==> src/rtl/demux_8_seq_if.sv <==
// rtl/demux_8_seq_if.sv - handshake/bus bundle for the registered 1-to-8 demultiplexer
// Optional frame_par signal exists only when DEMUX8_PARITY_EN is defined.
interface demux_8_seq_if #(
   parameter int W = 1
);
   logic [W-1:0]   din;
   logic           din_valid;
   logic           mode;
   logic           s0;
   logic           s1;
   logic           s2;
   logic           ptr_clr;
   logic [8*W-1:0] y;
   logic [7:0]     y_strobe;
   logic [2:0]     ptr;
   logic           frame_done;
`ifdef DEMUX8_PARITY_EN
   logic           frame_par;

   modport master (
      output din, din_valid, mode, s0, s1, s2, ptr_clr,
      input  y, y_strobe, ptr, frame_done, frame_par
   );
   modport slave (
      input  din, din_valid, mode, s0, s1, s2, ptr_clr,
      output y, y_strobe, ptr, frame_done, frame_par
   );
`else
   modport master (
      output din, din_valid, mode, s0, s1, s2, ptr_clr,
      input  y, y_strobe, ptr, frame_done
   );
   modport slave (
      input  din, din_valid, mode, s0, s1, s2, ptr_clr,
      output y, y_strobe, ptr, frame_done
   );
`endif
endinterface

==> src/rtl/demux_8_seq.sv <==
// rtl/demux_8_seq.sv - registered 1-to-8 demultiplexer with addressed and auto-scan modes
// Optional frame parity output enabled by DEMUX8_PARITY_EN.
module demux_8_seq #(
   parameter int W = 1
) (
   input logic           clk,
   input logic           rst,
   demux_8_seq_if.slave  bus
);
   logic [8*W-1:0] y_r;
   logic [8*W-1:0] y_next;
   logic [7:0]     strobe_r;
   logic [2:0]     ptr_r;
   logic           done_r;
   logic [2:0]     c;

   // ptr_clr in auto mode forces the current write onto channel 0
   always_comb begin
      c = bus.mode ? (bus.ptr_clr ? 3'd0 : ptr_r) : {bus.s2, bus.s1, bus.s0};
      y_next = y_r;
      y_next[int'(c)*W +: W] = bus.din;
   end

   always_ff @(posedge clk) begin
      if (rst) begin
         y_r      <= '0;
         strobe_r <= '0;
         ptr_r    <= '0;
         done_r   <= 1'b0;
      end else begin
         strobe_r <= '0;
         done_r   <= 1'b0;
         if (bus.din_valid) begin
            y_r      <= y_next;
            strobe_r <= 8'b1 << c;
            if (bus.mode) begin
               ptr_r  <= c + 3'd1;
               done_r <= (c == 3'd7);
            end else if (bus.ptr_clr) begin
               ptr_r <= '0;
            end
         end else if (bus.ptr_clr) begin
            ptr_r <= '0;
         end
      end
   end

`ifdef DEMUX8_PARITY_EN
   logic par_r;

   always_ff @(posedge clk) begin
      if (rst) begin
         par_r <= 1'b0;
      end else if (bus.din_valid && bus.mode && c == 3'd7) begin
         par_r <= ^y_next;
      end
   end

   assign bus.frame_par = par_r;
`endif

   assign bus.y          = y_r;
   assign bus.y_strobe   = strobe_r;
   assign bus.ptr        = ptr_r;
   assign bus.frame_done = done_r;
endmodule

==> src/flat_wrapper.sv <==
// flat-port wrapper written by rule: the top's interface ports become plain ports
module demux_8_seq_flat 
#(
   parameter int W = 1
)
  (clk, rst, bus_din, bus_din_valid, bus_mode, bus_s0, bus_s1, bus_s2, bus_ptr_clr, bus_y, bus_y_strobe, bus_ptr, bus_frame_done);
  demux_8_seq_if #(.W(W)) bus_i ();
  input logic clk;
  input logic rst;
  input wire logic [$bits(bus_i.din)-1:0] bus_din;
  input wire logic [$bits(bus_i.din_valid)-1:0] bus_din_valid;
  input wire logic [$bits(bus_i.mode)-1:0] bus_mode;
  input wire logic [$bits(bus_i.s0)-1:0] bus_s0;
  input wire logic [$bits(bus_i.s1)-1:0] bus_s1;
  input wire logic [$bits(bus_i.s2)-1:0] bus_s2;
  input wire logic [$bits(bus_i.ptr_clr)-1:0] bus_ptr_clr;
  output wire logic [$bits(bus_i.y)-1:0] bus_y;
  output wire logic [$bits(bus_i.y_strobe)-1:0] bus_y_strobe;
  output wire logic [$bits(bus_i.ptr)-1:0] bus_ptr;
  output wire logic [$bits(bus_i.frame_done)-1:0] bus_frame_done;
  assign bus_i.din = bus_din;
  assign bus_i.din_valid = bus_din_valid;
  assign bus_i.mode = bus_mode;
  assign bus_i.s0 = bus_s0;
  assign bus_i.s1 = bus_s1;
  assign bus_i.s2 = bus_s2;
  assign bus_i.ptr_clr = bus_ptr_clr;
  assign bus_y = bus_i.y;
  assign bus_y_strobe = bus_i.y_strobe;
  assign bus_ptr = bus_i.ptr;
  assign bus_frame_done = bus_i.frame_done;
  demux_8_seq #(.W(W)) u_core (.clk(clk), .rst(rst), .bus(bus_i));
endmodule
==> config.mk <==
export PLATFORM = sky130hd
export DESIGN_NAME = demux_8_seq_flat
export DESIGN_NICKNAME = d
export VERILOG_FILES = /design/src/rtl/demux_8_seq_if.sv /design/src/rtl/demux_8_seq.sv /design/src/flat_wrapper.sv
export SDC_FILE = /design/constraint.sdc
export NUM_CORES = 1
export LEC_CHECK = 0
export ABC_AREA = 1
export CELL_PAD_IN_SITES_DETAIL_PLACEMENT = 0
export CELL_PAD_IN_SITES_GLOBAL_PLACEMENT = 2
export CORE_UTILIZATION = 25
export DETAILED_ROUTE_END_ITERATION = 6
export GPL_TIMING_DRIVEN = 0
export PLACE_DENSITY = 0.8
export SYNTH_ARGS = -nofsm -noshare
export SYNTH_HDL_FRONTEND = slang
export SYNTH_SLANG_ARGS = --single-unit
==> constraint.sdc <==
create_clock -name clk -period 2.3 [get_ports clk]
set_input_delay 0.575 -clock clk [delete_from_list [all_inputs] [get_ports clk]]
set_output_delay 0.575 -clock clk [all_outputs]
set_load 0.05 [all_outputs]
==> results of run 1 <==
worst max-delay path by stage:
stage	startpoint	to	slack, ns	depth (start not counted)
after global placement	bus_mode	u_core.bus.y[3]	-0.47	10
after global routing	bus_ptr_clr	u_core.bus.y[3]	0.007	12
after floorplan	u_core.bus.ptr[0]	u_core.bus.y[0]	0.09	11
final	bus_ptr_clr	u_core.bus.y[3]	0.14	12
after detailed placement	bus_mode	u_core.bus.y[3]	-0.47	10
after CTS	bus_ptr_clr	u_core.bus.y[0]	0.004	13
per-stage QoR:
stage,utilization,instance area [sq um]
2_1_floorplan,-,956
3_3_place_gp,0.351,1290
3_5_place_dp,0.351,1290
4_1_cts,0.377,1380
5_1_grt,0.405,1480
6_report,0.405,1480
kinds of logic (layout without fill, tap and decap cells):
family | after synthesis | after routing | synth area share
AO/OA/AOI/OAI | 13 | 13 | 0.0707
adder cells (fa/ha/maj) | 5 | 5 | 0.0654
buffers and inverters | 17 | 56 | 0.0785
flip-flops | 20 | 20 | 0.419
AND/OR/NAND/NOR | 67 | 67 | 0.367
worst max-delay path: stages:
cell	delay, ns
clkdlybuf4s50_1	0.41
inv_2	0.07
nand2_1	0.09
nand2_2	0.12
nand2_8	0.08
ha_4	0.17
ha_4	0.28
inv_4	0.05
nor4_2	0.26
nand3_1	0.11
nand2_1	0.07
nor2_1	0.04
where the power goes:
part / internal [W] / switching, W
sequential: 0.000357 / 0.00000427
clock: 0.000232 / 0.000117
combinational: 0.0000978 / 0.000142
sequential cells by signal, summed over array words and instances (netlist names):
register               flops
u_core.bus.frame_done      1
u_core.bus.y               8
u_core.bus.y_strobe        8
u_core.bus.ptr             3
cell usage in the layout, fill, tap and decap left out, types with 2 or more instances in the layout:
cell,netlist,layout
o21ai_0,3,2
nand4_1,2,2
nor2_1,20,20
clkdlybuf4s50_1,0,26
inv_1,13,11
clkbuf_8,0,3
ha_1,5,3
nand3_1,8,8
nor2_4,1,2
ha_4,0,2
nand2_1,20,19
or2_4,2,2
dfxtp_1,20,20
inv_2,2,2
nand2_2,3,4
buf_4,1,9
a21oi_1,9,9
area by class of cell:
class                      count  area share
timing repair buffer          35       0.222
sequential                    20       0.270
clock inverter                 1      0.0203
multi-input combinational     85       0.364
tap                           48      0.0405
inverter                      15      0.0422
clock buffer                   3      0.0279
buffer                         2      0.0127
what timing repair did:
action / 4_1_cts / 5_1_grt
resized for setup: 6 / 9
pin swaps: 0 / 1
endpoints found under the setup margin: 6 / 8
setup buffers: 1 / 7
metal layers:
| metal | part of all wire | track usage | wire length [um] |
|---|---|---|---|
| met1 | 0.42 | 0.129 | 915 |
| met2 | 0.51 | 0.214 | 1100 |
| met3 | 0.046 | 0.0357 | 99 |
| met4 | 0.024 | 0.0341 | 51 |
| met5 | 0 | 0 | 0 |
==> metrics.txt, run 1 <==
DR iter-0 viols=25; R2R cell count=10; initial antenna violation count=0; layout cell share with drive strength beyond 1=0.217; TritonRoute pass-1 iters=4; clock skew=0.00185 ns; DRC viols=0; fillcell total=376; EDFF count, synth=0; area of the multi-input gates=539 sq um; HP Start=u_core.bus.y[0]; Antenna Cells=0; CTS tree=yes; Leakage=0.601 nW; CTS max path bufs=2; Hold Crit Depth=2; Critical Path RT=2.46 ns; final period utilization=0.940; Max-slew headroom=0.665; Num CTS Buffers=3; terminus of the critical flop-to-flop path=u_core.bus.y[3]; Inst Count DP=197; drt wl/cell=10.4 um; Netlist Area Pre-Place=956 sq um; DIE AREA=4070 sq um; synth warn=0; Commonest cells post-synth=dfxtp_1, nand2_1, nor2_1; clk sink count=20; ranking of synthesized cells by area=dfxtp_1, nand2_1, nor2_1; Die Ht=63.8 um; input/output buffers=27; Post-synth top flop=dfxtp_1; hold buffers post-CTS=0; Synth Instances=122; PwrDens=641 nW/um^2; Area Overhead vs Synth=55.0%; Worst Slack Setup Final=0.138 ns; register area=400 sq um; Routed Wire Length=2170 um; syn avg cell area=7.84 sq um; vias in the first global route=893; Synth area leader=dfxtp_1; Placer Congestion=0.714; reg2reg start=u_core.bus.ptr[0]; Vias per Instance=4.30; Hold EP=u_core.bus.y[0]; Seq/Total Area, Yosys=0.419; clk root buf=clkbuf_8; Max Freq=0.462 GHz; post-synth top area share=0.419; initial core utilization=0.261; setup_tns=0 ns; kind of start point of the critical path=input pin; Slew Viols, Final=0; fin crit period=2.16 ns; peak supply drop=0.382 mV; nets=176; vias=899; IO Pins=29; chip width=63.8 um; # rows=22; Post-Place Setup Slack=-0.472 ns; max_cap viols=0; DP Wirelength=1560 um; status=complete, no violations; r2r setup slk=0.59 ns; Worst Setup Path Type=in -> reg; unrepaired setup endpoints after global routing=no; largest net degree at the start of global routing=13; Tightest Pin Transition=0.500 ns; Congestion Overflow GR=0; worst-path maximum fanout=6; worst-skew pair later-pin latency=0.26 ns; final setup vio count=0; clock-pin slew on the worst setup and hold paths=0.07 ns; HP Class=reg -> reg; CP Capture Type=flip-flop; post-route ant nets=0; synth unique cells=24; critical path arrival=2.32 ns; Synthesized Nets=136; first-pass GRT wire length=3750 um; Hold Violations, Final=0; hold slack=0.449 ns; Core ar.=3660 sq um; Final Instance Count excl. Fillers=209; ys async rst share=0; GRT Overall Usage=0.117; H-tree Lvls=1; total power=0.000950 W; register bit total from synthesis=20
(Power assumes the default switching activity.)
==> run 2: changes to the inputs <==
Settings changed: PLACE_DENSITY 0.8 to not set, PLACE_DENSITY_LB_ADDON set to 0.1.
==> run 2 against run 1 <==
Power increased by 0.14%. Largest power group unchanged. Combinational power hardly changed. Hold slack better by 0.0028 ns. Critical endpoint is now u_core.bus.y[0].
==> metrics.txt, run 2 (synthesis results as in run 1) <==
GRT Overall Usage=0.117 (about the same); Critical Path RT=2.45 ns (about the same); final period utilization=0.952 (+0.0118); worst-path maximum fanout=5 (-1); commonest non-fill, non-tap cell in the layout=clkdlybuf4s50_1; drt wl/cell=10.4 um (+0.24%); H-tree Lvls=1 (unchanged); Die Ht=63.8 um (unchanged); most used cell, CP=nand2_2; Max Freq=0.457 GHz (-1.2%); CP max stage delay=0.47 ns (+0.06 ns); DIE AREA=4070 sq um (unchanged); DP Wirelength=1600 um (+2.5%); hold buffers post-CTS=0 (unchanged); clk sink count=20 (unchanged); CP Capture Type=flip-flop; first-pass GRT wire length=3630 um (-3.3%); peak supply drop=0.375 mV (-2.0%); largest net degree at the start of global routing=13 (unchanged); IO Pins=29 (unchanged); Area Overhead vs Synth=58.4%; worst-skew pair later-pin latency=0.26 ns (about the same); post-route ant nets=0 (unchanged); r2r setup slk=0.58 ns (about the same); clk root buf=clkbuf_8; Slew Viols, Final=0 (unchanged); max_cap viols=0 (unchanged); register area=400 sq um (unchanged); critical path cell sequence=clkdlybuf4s50_1 -> inv_2 -> nand2_2 -> nand2_2 -> nand2_4 -> ha_4 -> ha_2 -> inv_4 -> nand2_1 -> nor3_2 -> nand3_1 -> o21ai_1 -> a21oi_1; Num CTS Buffers=3 (unchanged); # rows=22 (unchanged); Antenna Cells=0 (unchanged); layout cell share with drive strength beyond 1=0.245 (+0.0280); DR iter-0 viols=25 (unchanged); vias in the first global route=814 (-8.8%); Leakage=0.627 nW (+4.3%); PwrDens=629 nW/um^2 (-2.0%); vias=900 (+0.11%); Tightest Pin Transition=0.499 ns (-0.00115 ns); most frequent cells in the layout=clkdlybuf4s50_1, nor2_1, dfxtp_1; initial core utilization=0.261 (unchanged); Congestion Overflow GR=0 (unchanged); Worst Setup Path Type=in -> reg; TritonRoute pass-1 iters=3 (-1); kind of start point of the critical path=input pin; fin crit period=2.19 ns (+0.0270 ns); Core ar.=3660 sq um (unchanged); final setup vio count=0 (unchanged); Vias per Instance=4.27 (-0.84%); fillcell total=402 (+6.9%); area of the multi-input gates=561 sq um (+3.9%); Hold Violations, Final=0 (unchanged); CTS tree=yes; initial antenna violation count=0 (unchanged); Max-slew headroom=0.666 (+0.000769); slowest stage cell, crit path=clkdlybuf4s50_1; clock skew=0.00240 ns (+0.000556 ns); chip width=63.8 um (unchanged); nets=178 (+1.1%); hold slack=0.452 ns (+0.00282 ns); critical path arrival=2.34 ns (+0.02 ns); placed inst area=1290 sq um (unchanged); input/output buffers=27 (unchanged); DRC viols=0 (unchanged); HP Class=reg -> reg; Placer Congestion=0.690 (-3.3%); clock-pin slew on the worst setup and hold paths=0.07 ns (about the same); Routed Wire Length=2200 um (+1.2%); CTS max path bufs=2 (unchanged); total power=0.000952 W (+0.14%); status=complete, no violations; post-route cell area=1510 sq um (+2.2%); setup_tns=0 ns (unchanged)
run 2: cell count changes in the layout (fill, tap and decap cells not counted):
cell and change:
clkinvlp_4 -1, nor4_4 +1, ha_4 -1, nand2_4 +3, nand2_1 -3, ha_2 +1
inv_2 +1, nor4_2 -1, buf_4 +2
run 2: worst max-delay path: cells and delay by family:
kind / cells / cell delay, ns
AO/OA/AOI/OAI: 2 / 0.19
adder cells (fa/ha/maj): 2 / 0.41
buffers and inverters: 3 / 0.63
AND/OR/NAND/NOR: 6 / 0.52
run 2: where the power goes:
part	internal, W	switching [W]	leakage, nW	total, W
logic	0.0000962	0.000144	0.429	0.000240
registers	0.000357	0.00000480	0.162	0.000362
clock network	0.000232	0.000118	0.0357	0.000350
run 2: cell type report:
class	count	area share
Sequential cell	20	0.264
Buffer	2	0.0124
Inverter	15	0.0388
Multi-Input combinational cell	85	0.370
Tap cell	48	0.0397
Clock buffer	3	0.0273
Timing Repair Buffer	37	0.227
Clock inverter	1	0.0198
run 2: path summary, 6_finish.rpt:
| path | end | cells after the start | startpoint |
|---|---|---|---|
| setup / recovery | u_core.bus.y[0] | 13 | bus_ptr_clr |
| hold / removal | u_core.bus.y[0] | 2 | u_core.bus.y[0] |
| setup reg to reg | u_core.bus.y[3] | 10 | u_core.bus.ptr[0] |
| hold reg to reg | u_core.bus.y[0] | 2 | u_core.bus.y[0] |
run 2: repair_timing:
item                       in CTS  in global routing
setup endpoints to repair       7                  8
buffers inserted                1                  9
pin swaps                       1                  4
gates resized for setup         7                 14
hold endpoints to repair        0                  0
run 2: layer usage:
layer	GRT usage	routed length, um	vias to the layer above
li1	-	-	471
met1	0.123	929	413
met2	0.211	1170	14
met3	0.0375	73	2
met4	0.0511	22	0
met5	0	0	-
run 2: metrics by stage:
step                utilization  setup slack, ns  std cells
finish                    0.414            0.111        211
global route              0.414          -0.0234        211
CTS                       0.377           0.0178        202
detailed placement        0.351           -0.434        197
global placement          0.351           -0.453        197
floorplan                     -           0.0947        122
==> run 3: changes to the inputs <==
Settings changed: PLACE_DENSITY set to 0.83, PLACE_DENSITY_LB_ADDON 0.1 to not set.
==> run 3 against run 2 <==
Maximum frequency increased by 3.7%. Clock skew decreased by 0.00095 ns. Hold slack improved by 0.00066 ns. Die area unchanged. Core utilization decreased by 0.24 points. Sequential share of layout area increased by 0.15 points. Non-clock buffer count decreased by 1. Final cell count decreased by 0.47%. Flip-flop and latch count unchanged.
==> metrics.txt, run 3 (synthesis results as in run 1) <==
most frequent cells in the layout=clkdlybuf4s50_1, nor2_1, dfxtp_1; final period utilization=0.918 (-0.0339); kind of start point of the critical path=input pin; critical path cell sequence=clkdlybuf4s50_1 -> inv_2 -> nand2_4 -> nand2_4 -> nand2_8 -> ha_4 -> ha_4 -> inv_4 -> nand2_2 -> nor3_2 -> nand3_1 -> o21ai_1 -> a21oi_1; clock skew=0.00145 ns (-0.000955 ns); DR iter-0 viols=16 (-36%); commonest non-fill, non-tap cell in the layout=clkdlybuf4s50_1; fin crit period=2.11 ns (-0.0780 ns); Worst Slack Setup Final=0.189 ns (+0.0780 ns); post-route ant nets=0 (unchanged); input/output buffers=27 (unchanged); H-tree Lvls=1 (unchanged); Leakage=0.620 nW (-1.1%); Num CTS Buffers=3 (unchanged); Vias per Instance=4.23 (-0.75%); initial antenna violation count=0 (unchanged); Worst Setup Path Type=in -> reg; nets=177 (-0.56%); total power=0.000946 W (-0.62%); drt wl/cell=9.95 um (-4.3%); r2r setup slk=0.62 ns (+0.04 ns); worst-path maximum fanout=8 (+3); CP top delay family=buffers and inverters; first-pass GRT wire length=3560 um (-1.9%); Area Overhead vs Synth=57.5%; Tightest Pin Transition=0.501 ns (+0.00148 ns); Die Ht=63.8 um (unchanged); CTS max path bufs=2 (unchanged); CP Buf/Inv Count=3 (unchanged); GRT Overall Usage=0.111 (-0.00593); vias in the first global route=816 (+0.25%); CTS tree=yes; critical path arrival=2.26 ns (-0.08 ns); chip width=63.8 um (unchanged); Max Freq=0.474 GHz (+3.7%); Congestion Overflow GR=0 (unchanged); CP max stage delay=0.41 ns (-0.06 ns); layout cell share with drive strength beyond 1=0.241 (-0.00466); setup_tns=0 ns (unchanged); Routed Wire Length=2090 um (-4.8%); CP Capture Type=flip-flop; clock-pin slew on the worst setup and hold paths=0.07 ns (about the same); TritonRoute pass-1 iters=4 (+1); Antenna Cells=0 (unchanged); Slew Viols, Final=0 (unchanged); # rows=22 (unchanged); DIE AREA=4070 sq um (unchanged); PwrDens=628 nW/um^2 (about the same); Max-slew headroom=0.665 (-0.000987); slowest stage cell, crit path=clkdlybuf4s50_1; largest net degree at the start of global routing=13 (unchanged); HP Class=reg -> reg; Core ar.=3660 sq um (unchanged); Placer Congestion=0.722 (+4.7%); clk root buf=clkbuf_8; initial core utilization=0.261 (unchanged); hold buffers post-CTS=0 (unchanged); peak supply drop=0.387 mV (+3.2%); worst-skew pair later-pin latency=0.26 ns (about the same); IO Pins=29 (unchanged); Post-Place Setup Slack=-0.458 ns (-0.0239 ns); placed inst area=1290 sq um (unchanged); final setup vio count=0 (unchanged); status=complete, no violations; max_cap viols=0 (unchanged); post-route cell area=1510 sq um (-0.58%); Hold Violations, Final=0 (unchanged); Critical Path RT=2.45 ns (about the same); DP Wirelength=1550 um (-3.4%); DRC viols=0 (unchanged); vias=889 (-1.2%); unrepaired setup endpoints after global routing=no; clk sink count=20 (unchanged)
-- run 3: layer usage --
| layer | vias up | track usage | share of wire |
|---|---|---|---|
| met5 | - | 0 | 0 |
| met4 | 0 | 0.0341 | 0.0048 |
| met3 | 2 | 0.0393 | 0.056 |
| met2 | 19 | 0.193 | 0.49 |
| met1 | 397 | 0.127 | 0.45 |
| li1 | 471 | - | - |
-- run 3: worst reg2reg max path: cells and delay by family, from the launching register on --
family	cells	cell delay (ns)
buffers and inverters	1	0.09
flip-flops	1	0.38
adder cells (fa/ha/maj)	2	0.39
AO/OA/AOI/OAI	2	0.19
AND/OR/NAND/NOR	6	0.52
-- run 3: per-stage QoR --
step,hold WS [ns],std cells,util
final,0.452,210,0.411
after global routing,0.485,210,0.411
after CTS,0.460,202,0.378
after detailed placement,0.448,197,0.351
after global placement,0.441,197,0.351
after floorplan,0.653,122,-
-- run 3: timing repair --
action,in CTS,in global routing
endpoints found under the setup margin,7,8
pin swaps,0,6
gates resized for setup,8,12
setup buffers,1,8
-- run 3: final cells by class --
class / instances / area, sq um
Fill cell: 375 / 2160
Multi-Input combinational cell: 85 / 559
Sequential cell: 20 / 400
Timing Repair Buffer: 36 / 337
Tap cell: 48 / 60.1
Inverter: 15 / 58.8
Clock buffer: 3 / 41.3
Clock inverter: 1 / 30.0
Buffer: 2 / 18.8
-- run 3: path summary, 6_finish.rpt --
kind / start / endpoint / cells past startpoint
setup / recovery: bus_ptr_clr / u_core.bus.y[0] / 13
hold / removal: u_core.bus.y[0] / u_core.bus.y[0] / 2
setup reg to reg: u_core.bus.ptr[0] / u_core.bus.y[0] / 11
hold reg to reg: u_core.bus.y[0] / u_core.bus.y[0] / 2
-- run 3: where the power goes --
| part | leakage, nW | internal, W | switching, W | total (W) |
|---|---|---|---|---|
| combinational | 0.422 | 0.0000963 | 0.000142 | 0.000238 |
| sequential | 0.162 | 0.000357 | 0.00000493 | 0.000362 |
| clock | 0.0357 | 0.000232 | 0.000114 | 0.000346 |
| total | 0.620 | 0.000685 | 0.000260 | 0.000946 |
